$ cat config.mk
export PLATFORM = sky130hd
export DESIGN_NAME = cpu_port_arbiter
export DESIGN_NICKNAME = d
export VERILOG_FILES = /design/src/rtl/cpu_port_arbiter.sv
export SDC_FILE = /design/constraint.sdc
export NUM_CORES = 1
export LEC_CHECK = 0
export BUFFER_PORTS_ARGS = -buffer_cell sky130_fd_sc_hd__buf_2
export CAP_MARGIN = 5
export CORE_ASPECT_RATIO = 0.7
export CORE_MARGIN = 1.5
export CORE_UTILIZATION = 45
export DETAILED_ROUTE_END_ITERATION = 10
export PLACE_DENSITY = 0.6
export SKIP_CTS_REPAIR_TIMING = 1
export SLEW_MARGIN = 25
export SYNTH_ARGS = -nofsm -noshare
export SYNTH_HDL_FRONTEND = slang
export SYNTH_SLANG_ARGS = --single-unit
$ cat constraint.sdc
create_clock -name c_clk -period 3.6 [get_ports c_clk]
set_input_delay 0.18 -clock c_clk [delete_from_list [all_inputs] [get_ports c_clk]]
set_output_delay 0.18 -clock c_clk [all_outputs]
set_load 0.01 [all_outputs]
$ cat src/rtl/cpu_port_arbiter.sv
// Round-robin arbiter funnelling per-port CPU request queues onto a single
// cache port; one transaction in flight, completion acked back to its owner.
module cpu_port_arbiter #(
  parameter int N_PORTS = 2,
  parameter int ADDR_W  = 16,
  parameter int DATA_W  = 32,
  parameter int Q_DEPTH = 4
) (
  input  logic                          c_clk,
  input  logic                          nReset,
  input  logic [N_PORTS*ADDR_W-1:0]     p_addr,
  input  logic [N_PORTS*DATA_W-1:0]     p_wdata,
  input  logic [N_PORTS*(DATA_W/8)-1:0] p_bval,
  input  logic [N_PORTS-1:0]            p_rd,
  input  logic [N_PORTS-1:0]            p_wr,
  output logic [N_PORTS-1:0]            p_full,
  output logic [N_PORTS-1:0]            p_ack,
  output logic [N_PORTS*DATA_W-1:0]     p_rdata,
  output logic [ADDR_W-1:0]             c_addr,
  output logic [DATA_W-1:0]             c_wdata,
  output logic [DATA_W/8-1:0]           c_bval,
  output logic                          c_rd,
  output logic                          c_wr,
  input  logic [DATA_W-1:0]             c_rdata,
  input  logic                          c_ack
);

  localparam int BV_W = DATA_W / 8;
  localparam int EW   = ADDR_W + DATA_W + BV_W + 2;
  localparam int PW   = $clog2(Q_DEPTH);
  localparam int GW   = (N_PORTS > 1) ? $clog2(N_PORTS) : 1;

  typedef enum logic {IDLE, ISSUE} state_t;

  state_t            state_reg, state_next;
  logic [N_PORTS-1:0] push, pop, nonempty;
  logic [EW-1:0]     head [N_PORTS];
  logic [GW-1:0]     last_grant_reg, owner_reg, grant_idx, cand;
  logic              grant_found;

  for (genvar gi = 0; gi < N_PORTS; gi++) begin : g_port
    logic [EW-1:0] mem [Q_DEPTH];
    logic [PW-1:0] wr_ptr_reg, rd_ptr_reg;
    logic [PW:0]   count_reg;
    logic [EW-1:0] entry;

    // A combined rd+wr strobe is queued as a plain read with its data dropped.
    assign push[gi] = nReset & (p_rd[gi] | p_wr[gi]) & ~p_full[gi];
    assign entry = {p_addr[gi*ADDR_W +: ADDR_W],
                    p_rd[gi] ? {DATA_W{1'b0}} : p_wdata[gi*DATA_W +: DATA_W],
                    p_bval[gi*BV_W +: BV_W],
                    p_rd[gi],
                    p_wr[gi] & ~p_rd[gi]};

    always_ff @(posedge c_clk) begin
      if (push[gi]) mem[wr_ptr_reg] <= entry;
    end

    always_ff @(posedge c_clk) begin
      if (!nReset) begin
        wr_ptr_reg <= '0;
        rd_ptr_reg <= '0;
        count_reg  <= '0;
      end else begin
        if (push[gi]) wr_ptr_reg <= wr_ptr_reg + PW'(1);
        if (pop[gi])  rd_ptr_reg <= rd_ptr_reg + PW'(1);
        case ({push[gi], pop[gi]})
          2'b10:   count_reg <= count_reg + (PW+1)'(1);
          2'b01:   count_reg <= count_reg - (PW+1)'(1);
          default: ;
        endcase
      end
    end

    assign head[gi]     = mem[rd_ptr_reg];
    assign nonempty[gi] = (count_reg != '0);
    assign p_full[gi]   = (count_reg == (PW+1)'(Q_DEPTH));
  end

  always_ff @(posedge c_clk) begin
    if (!nReset) state_reg <= IDLE;
    else         state_reg <= state_next;
  end

  always_comb begin
    state_next  = state_reg;
    pop         = '0;
    grant_found = 1'b0;
    grant_idx   = '0;
    cand        = '0;
    // Search upward from the port after the last grant, wrapping at the top.
    for (int k = 1; k <= N_PORTS; k++) begin
      cand = GW'((int'(last_grant_reg) + k) % N_PORTS);
      if (!grant_found && nonempty[cand]) begin
        grant_found = 1'b1;
        grant_idx   = cand;
      end
    end
    case (state_reg)
      IDLE: begin
        if (grant_found) begin
          state_next     = ISSUE;
          pop[grant_idx] = 1'b1;
        end
      end
      ISSUE: begin
        if (c_ack) state_next = IDLE;
      end
      default: state_next = IDLE;
    endcase
  end

  always_ff @(posedge c_clk) begin
    if (!nReset) begin
      c_addr         <= '0;
      c_wdata        <= '0;
      c_bval         <= '0;
      c_rd           <= 1'b0;
      c_wr           <= 1'b0;
      p_ack          <= '0;
      p_rdata        <= '0;
      owner_reg      <= '0;
      last_grant_reg <= GW'(N_PORTS - 1);
    end else begin
      p_ack <= '0;
      if (state_reg == IDLE && grant_found) begin
        {c_addr, c_wdata, c_bval, c_rd, c_wr} <= head[grant_idx];
        owner_reg      <= grant_idx;
        last_grant_reg <= grant_idx;
      end
      if (state_reg == ISSUE && c_ack) begin
        c_rd <= 1'b0;
        c_wr <= 1'b0;
        for (int i = 0; i < N_PORTS; i++) begin
          if (owner_reg == GW'(i)) begin
            p_ack[i] <= 1'b1;
            if (c_rd) p_rdata[i*DATA_W +: DATA_W] <= c_rdata;
          end
        end
      end
    end
  end

endmodule
Word level (Yosys, flattened, before mapping)
Memory sizes are Yosys's and may differ from the RTL's. A register that Yosys moved wholly into a read port is not among the register bits.
Index checks and enable logic that the tools add are counted.
Widths: inputs -> output; s select.
{"block": "totals", "wordCells": 101, "mem_count": 2, "ff_bits": 137, "in_bits": 143, "mem_bits_rw": 432, "out_inout_bits": 122}
{"block": "classes", "n_addsub": 10, "bitwise_logic": 16, "n_mux": 32, "reduce_logical": 13, "n_lt_le_gt_ge": 5, "n_eq_ne": 6}
{"name": "g_port[0].mem", "words": 4, "width": 54, "rd": 1, "rd_clocked_by_memory_dff": 1, "wr": 1, "line_no": "42", "rtl": "logic [EW-1:0] mem [Q_DEPTH];"}
{"name": "g_port[1].mem", "words": 4, "width": 54, "rd": 1, "rd_clocked_by_memory_dff": 1, "wr": 1, "line_no": "42"}
{"op": "$mux 54", "count": 3}
{"op": "$mux 32", "count": 2}
{"op": "$mux 1", "count": 17}
{"op": "$mux 2", "count": 6}
{"op": "$pmux 3 s2", "count": 2}
{"op": "$add 2x1->2 const B", "count": 4}
{"op": "$not 1->1", "count": 7}
{"op": "$add 3x1->3 const B", "count": 2}
{"op": "$and 1x1->1", "count": 6}
{"op": "$eq 3x3->1 const B", "count": 2}
{"op": "$lt 1x2->1 const B", "count": 3}
{"op": "$reduce_and 3->1", "count": 2}
{"op": "$reduce_bool 3->1", "count": 2}
{"op": "$sub 3x1->3 const B", "count": 2}
{"op": "$eq 2x1->1 const B", "count": 2}
{"op": "$eq 2x2->1 const B", "count": 2}
{"op": "$logic_and 1x1->1", "count": 4}
{"op": "$reduce_bool 2->1", "count": 2}
{"op": "$add 1x1->1 const B", "count": 2}
{"op": "$ge 2x2->1 const B", "count": 1}
{"op": "$not 1->2", "count": 1}
{"op": "$or 1x1->1", "count": 2}
{"op": "$pmux 1 s2", "count": 1}
{"op": "$reduce_and 2->1", "count": 1}
{"op": "other kinds (4)", "count": 4}

Depth between registers and ports, before layout
{"block": "depth", "ltp_word": 15, "ltp_mapped": 9, "depth_no_buf": 9}

Worst setup path after synthesis
OpenSTA, ideal clock, no wires.
{"block": "synth_timing", "path_kind": "register to register", "startpoint": "register g_port[1].count_reg[2]", "endpoint": "memory g_port[1].mem[0][0] (netlist bit) (enable)", "slack_ps": 1037, "arrival_time_ps": 2145, "path_stages_with_launch": 4, "n_path_buf": 0, "cell_sequence": "dfxtp_1 > nor3b_1 > nor2_1 > and2_1"}
{"block": "synth_between", "elab_chain_len": 5}
{"element": "from (decl)", "line_no": "44", "rtl": "logic [PW:0] count_reg;"}
{"element": "from (signal assigned)", "line_no": "68", "rtl": "2'b10: count_reg <= count_reg + (PW+1)'(1);"}
{"element": "from (signal assigned)", "line_no": "69", "rtl": "2'b01: count_reg <= count_reg - (PW+1)'(1);"}
{"element": "$eq 3x3->1", "line_no": "77", "rtl": "assign p_full[gi] = (count_reg == (PW+1)'(Q_DEPTH));"}
{"element": "via p_full[1]", "line_no": "16", "rtl": "output logic [N_PORTS-1:0] p_full,"}
{"element": "$not 1->1", "line_no": "48", "rtl": "assign push[gi] = nReset & (p_rd[gi] | p_wr[gi]) & ~p_full[gi];"}
{"element": "$and 1x1->1", "line_no": "48"}
{"element": "$mux 1", "line_no": "56", "rtl": "if (push[gi]) mem[wr_ptr_reg] <= entry;"}
{"element": "$mux 1 (implied by the code)", "line_no": "56"}
{"element": "to (decl)", "line_no": "42"}
The timed path passes the listed nets, and every way through them passes these cells.

Worst setup path in the final report
{"block": "layout_timing", "startpoint": "register g_port[0].count_reg[2]", "endpoint": "register g_port[0].count_reg[2]"}
{"block": "layout_between", "elab_chain_len": 15, "word_cells_on_any_way": 27}
{"element": "from (decl)", "line_no": "44"}
{"element": "from (signal assigned)", "line_no": "68"}
{"element": "from (signal assigned)", "line_no": "69"}
{"element": "$reduce_bool 3->1", "line_no": "76", "rtl": "assign nonempty[gi] = (count_reg != '0);"}
{"element": "$mux 1 (implied by the code) (2 in series)", "line_no": "94", "rtl": "if (!grant_found && nonempty[cand]) begin"}
{"element": "$mux 1", "line_no": "94"}
{"element": "$logic_not 1->1", "line_no": "94"}
{"element": "$logic_and 1x1->1", "line_no": "94"}
{"element": "$mux 1", "line_no": "94"}
{"element": "$lt 1x2->1 (implied by the code) / $ge 1x1->1 (equally long branches)", "line_no": "103", "rtl": "pop[grant_idx] = 1'b1;"}
{"element": "$logic_and 1x1->1 (implied by the code)", "line_no": "103"}
{"element": "$mux 1 (implied by the code)", "line_no": "103"}
{"element": "$demux 1 s1", "line_no": "103"}
{"element": "$mux 2", "line_no": "101", "rtl": "if (grant_found) begin"}
{"element": "$mux 2", "line_no": "99", "rtl": "case (state_reg)"}
{"element": "$eq 2x1->1 / $eq 2x2->1 (equally long branches)", "line_no": "67", "rtl": "case ({push[gi], pop[gi]})"}
{"element": "$pmux 3 s2 / $reduce_bool 2->1 (equally long branches)"}
Several ways; a longest one is shown, not always the timed one. The select of a mux whose other input is x is not followed.
A chain may end at the register's enable or synchronous reset.

==> summary.json <==
{
  "grt_pass1_vias": 12087,
  "largest_register_ff_count": 432,
  "place_congestion": 0.782,
  "hold_path_startpoint": "p_wdata[17]",
  "synth.ff_latch_count": 573,
  "run_status": "complete, no violations",
  "floorplan_die_area_sq_um": 48300,
  "largest_registers": "g_port.mem: 432 flops, p_rdata: 64 flops, c_wdata: 32 flops",
  "area_growth_syn_to_layout_pct": 21.6,
  "synth-simple-area-share": 0.0623,
  "top_usage_layer": "met2",
  "slew_violations": 0,
  "synth.cell_area_sq_um": 21200,
  "criticalPathCategory": "flip-flop to flip-flop",
  "vias_per_cell": 5.49,
  "main_combinational_cell_family_by_area_after_synthesis": "multiplexers",
  "cp-end-kind": "flip-flop",
  "netSwitchingPower_mw": 5.46,
  "die_width_um": 262,
  "final_tns_setup_ps": 0,
  "regToRegSetupSlack_ps": 980,
  "post_route_cells_drive_above_1_share": 0.307,
  "global_route.usage.met3": 0.0415,
  "ios": 265,
  "final_util": 0.554,
  "die_h_um": 184,
  "1st_iter_drt_viols": 1189,
  "postRouteWirelength_um": 51100,
  "numCtsBuffers": 54,
  "power.share.clock": 0.295,
  "synth-xor-area-share": 0.00290,
  "dr.pass1.iters": 5,
  "fin_crit_ps": 2620,
  "yosys.cell_types.count": 36,
  "rsz0062_at_grt": "no",
  "master_cell_of_the_clock_root_buffer": "clkbuf_16",
  "finalHoldWorstSlack_ps": 6.91,
  "worst_slew_margin_rel": 0.311,
  "routed_wire_length_per_instance_um": 22.9,
  "design.core.area_sq_um": 46400,
  "syn_area_per_cell_sq_um": 17.4,
  "internal_power_mw": 13.1,
  "clk_pin_slew_worst_paths_ps": 60,
  "cts.sink_count": 573,
  "worst_hold_path_cells": 2,
  "gr-usage-met1": 0.300,
  "drcViolationCount": 0,
  "cts.path.max_buffers": 3,
  "largest_register": "g_port.mem",
  "hold_path_class": "input port to flip-flop",
  "grt.total_usage": 0.210,
  "worst-r2r-cell-count": 9,
  "max_cap_viol_count": 0,
  "yosys_warnings": 0,
  "synth-compound-area-share": 0.0473,
  "synthesis.nets": 1374,
  "maximum_number_of_pins_on_one_net_before_global_route_repair": 73,
  "grt_antenna_before_repair": 1,
  "static-leakage-power_nw": 9.01,
  "tritoncts": "done",
  "wire_length_of_the_first_global_routing_pass_um": 74800,
  "drtAntennaViolNets": 0,
  "cts_max_level": 2,
  "share_of_the_yosys_chip_area_belonging_to_registers": 0.747,
  "setup_violations": 0,
  "reg_to_reg_end": "g_port[0].count_reg[2]$_SDFFE_PN0P_",
  "timing_worst_slew_pin_value_ps": 1030,
  "rr_startpoint": "g_port[0].count_reg[2]$_SDFFE_PN0P_",
  "detailed_place_hpwl_um": 29200,
  "floorplan.initialDensity": 0.456,
  "data_required_time_of_the_worst_path_ps": 4100,
  "max_freq_ghz": 0.382,
  "synthMuxAreaShare": 0.115,
  "worst_case_vdd_ir_drop_mv": 0.482,
  "power_per_cell_area_nw_per_um2": 723,
  "power.total_mw": 18.6,
  "cp_max_fo": 8,
  "clk-insertion-delay-late_ps": 590,
  "min_delay_endpoint": "g_port[0].mem[2][23]$_DFFE_PP_",
  "timing.final.crit_share": 0.727,
  "synth_fa_ha_area_frac": 0.00781,
  "globalRouteMet2Util": 0.334,
  "final_net_count": 1723,
  "synthCells": 1219,
  "seqPwrFrac": 0.469,
  "rows": 66,
  "via_count": 12230,
  "worst-endpoint-arrival_ps": 3120,
  "gr-total-overflow": 0,
  "final_report_hold_violation_count": 0,
  "sw_frac": 0.294,
  "combinational_fraction_of_design_power": 0.236,
  "port_buffers": 264,
  "clock-skew-final_ps": 20.7,
  "cp-start-kind": "flip-flop"
}
-- cells in the final DEF, fill, tap and decap left out, types with 4 or more instances in the layout --
cell type,count
dfxtp_1,137
buf_12,5
dfxtp_4,4
dlygate4sd3_1,79
a222oi_1,54
clkbuf_16,54
clkbuf_8,7
buf_2,264
nor2_1,68
nand2_1,132
buf_4,19
and2_4,8
nor2b_1,66
o21ai_0,5
clkinv_2,8
xor2_1,4
a21oi_1,71
edfxtp_1,432
mux4_2,108
clkbuf_1,21
ha_1,10
inv_1,14
or3_1,4
-- power by group through the flow --
stage               clock network (mW)  logic (mW)  registers [mW]
finish                            5.49        4.39            8.72
global route                      5.86        4.78            8.84
CTS                               5.60        4.39            8.75
detailed placement                   0        4.37            8.89
global placement                     0        4.31            8.84
floorplan                            0        2.97            8.62
-- final cells by class --
type | count | area, sq um
fillers | 3638 | 20700
flip-flops and latches | 573 | 15800
diodes | 1 | 2.50
multi-input cells | 557 | 5020
repair buffers | 367 | 2350
clock buffers | 83 | 1530
well taps | 612 | 766
clock inverters | 19 | 171
inverters | 15 | 58.8
-- worst max-delay path, cell delays in order (launching register included) --
cell	delay (ps)
dfxtp_1	370
nor3b_1	530
nor2_1	270
inv_1	130
ha_1	200
inv_1	60
fa_1	370
xor2_1	160
or3_1	310
a21oi_1	140
-- metal layers --
metal  share of wire  wire length, um  up-vias
li1                -                -     5452
met1            0.44            22400     6232
met2            0.47            24000      479
met3           0.073             3730       67
met4           0.019              951        0
met5               0                0        -
-- cells by family (layout without fill, tap and decap cells) --
logic type	after synthesis	in the layout
buffers and inverters	89	484
AND/OR/NAND/NOR	291	291
other	0	1
XOR/XNOR	7	7
AO/OA/AOI/OAI	139	139
flip-flops	573	573
adder cells (fa/ha/maj)	12	12
multiplexers	108	108
-- stage by stage --
step	instance area [sq um]	setup slack, ps	std cells
global placement	23200	1050	2045
detailed placement	23200	986	2045
CTS	24900	950	2147
finish	25700	983	2227
floorplan	21200	1040	1219
global route	25700	754	2227
-- worst max path at each step --
stage / start / end / depth (start not counted)
2_1_floorplan: g_port[1].count_reg[2]$_SDFFE_PN0P_ / g_port[1].mem[0][0]$_DFFE_PP_ / 3
3_3_place_gp: g_port[0].count_reg[2]$_SDFFE_PN0P_ / g_port[0].count_reg[2]$_SDFFE_PN0P_ / 9
3_5_place_dp: g_port[0].count_reg[2]$_SDFFE_PN0P_ / g_port[0].count_reg[2]$_SDFFE_PN0P_ / 9
4_1_cts: g_port[0].count_reg[2]$_SDFFE_PN0P_ / g_port[0].count_reg[2]$_SDFFE_PN0P_ / 9
5_1_grt: g_port[0].count_reg[2]$_SDFFE_PN0P_ / g_port[0].count_reg[2]$_SDFFE_PN0P_ / 9
6_report: g_port[0].count_reg[2]$_SDFFE_PN0P_ / g_port[0].count_reg[2]$_SDFFE_PN0P_ / 9
-- Yosys cell counts, drive strengths merged --
cell / n / share of area
buf: 24 / 0.0066
clkbuf: 50 / 0.0089
o31ai: 2 / 0.00071
a211oi: 1 / 0.00059
ha: 10 / 0.0059
o211a: 1 / 0.00047
and2: 8 / 0.0024
edfxtp: 432 / 0.61
dfxtp: 141 / 0.13
nor3: 4 / 0.0012
nand4: 1 / 0.00030
or3: 4 / 0.0012
a222oi: 54 / 0.026
fa: 2 / 0.0019
nand2: 132 / 0.023
nor2b: 66 / 0.020
nor3b: 2 / 0.00071
mux4: 108 / 0.11
nor2: 70 / 0.012
nand3: 1 / 0.00024
a21o: 1 / 0.00035
xnor2: 3 / 0.0012
a31oi: 1 / 0.00030
a21bo: 2 / 0.00095
inv: 15 / 0.0027
nand3b: 2 / 0.00071
a211o: 1 / 0.00041
o21ai: 5 / 0.0012
nand2b: 1 / 0.00030
a21oi: 71 / 0.017
xor2: 4 / 0.0017
(Power assumes the default switching activity.)
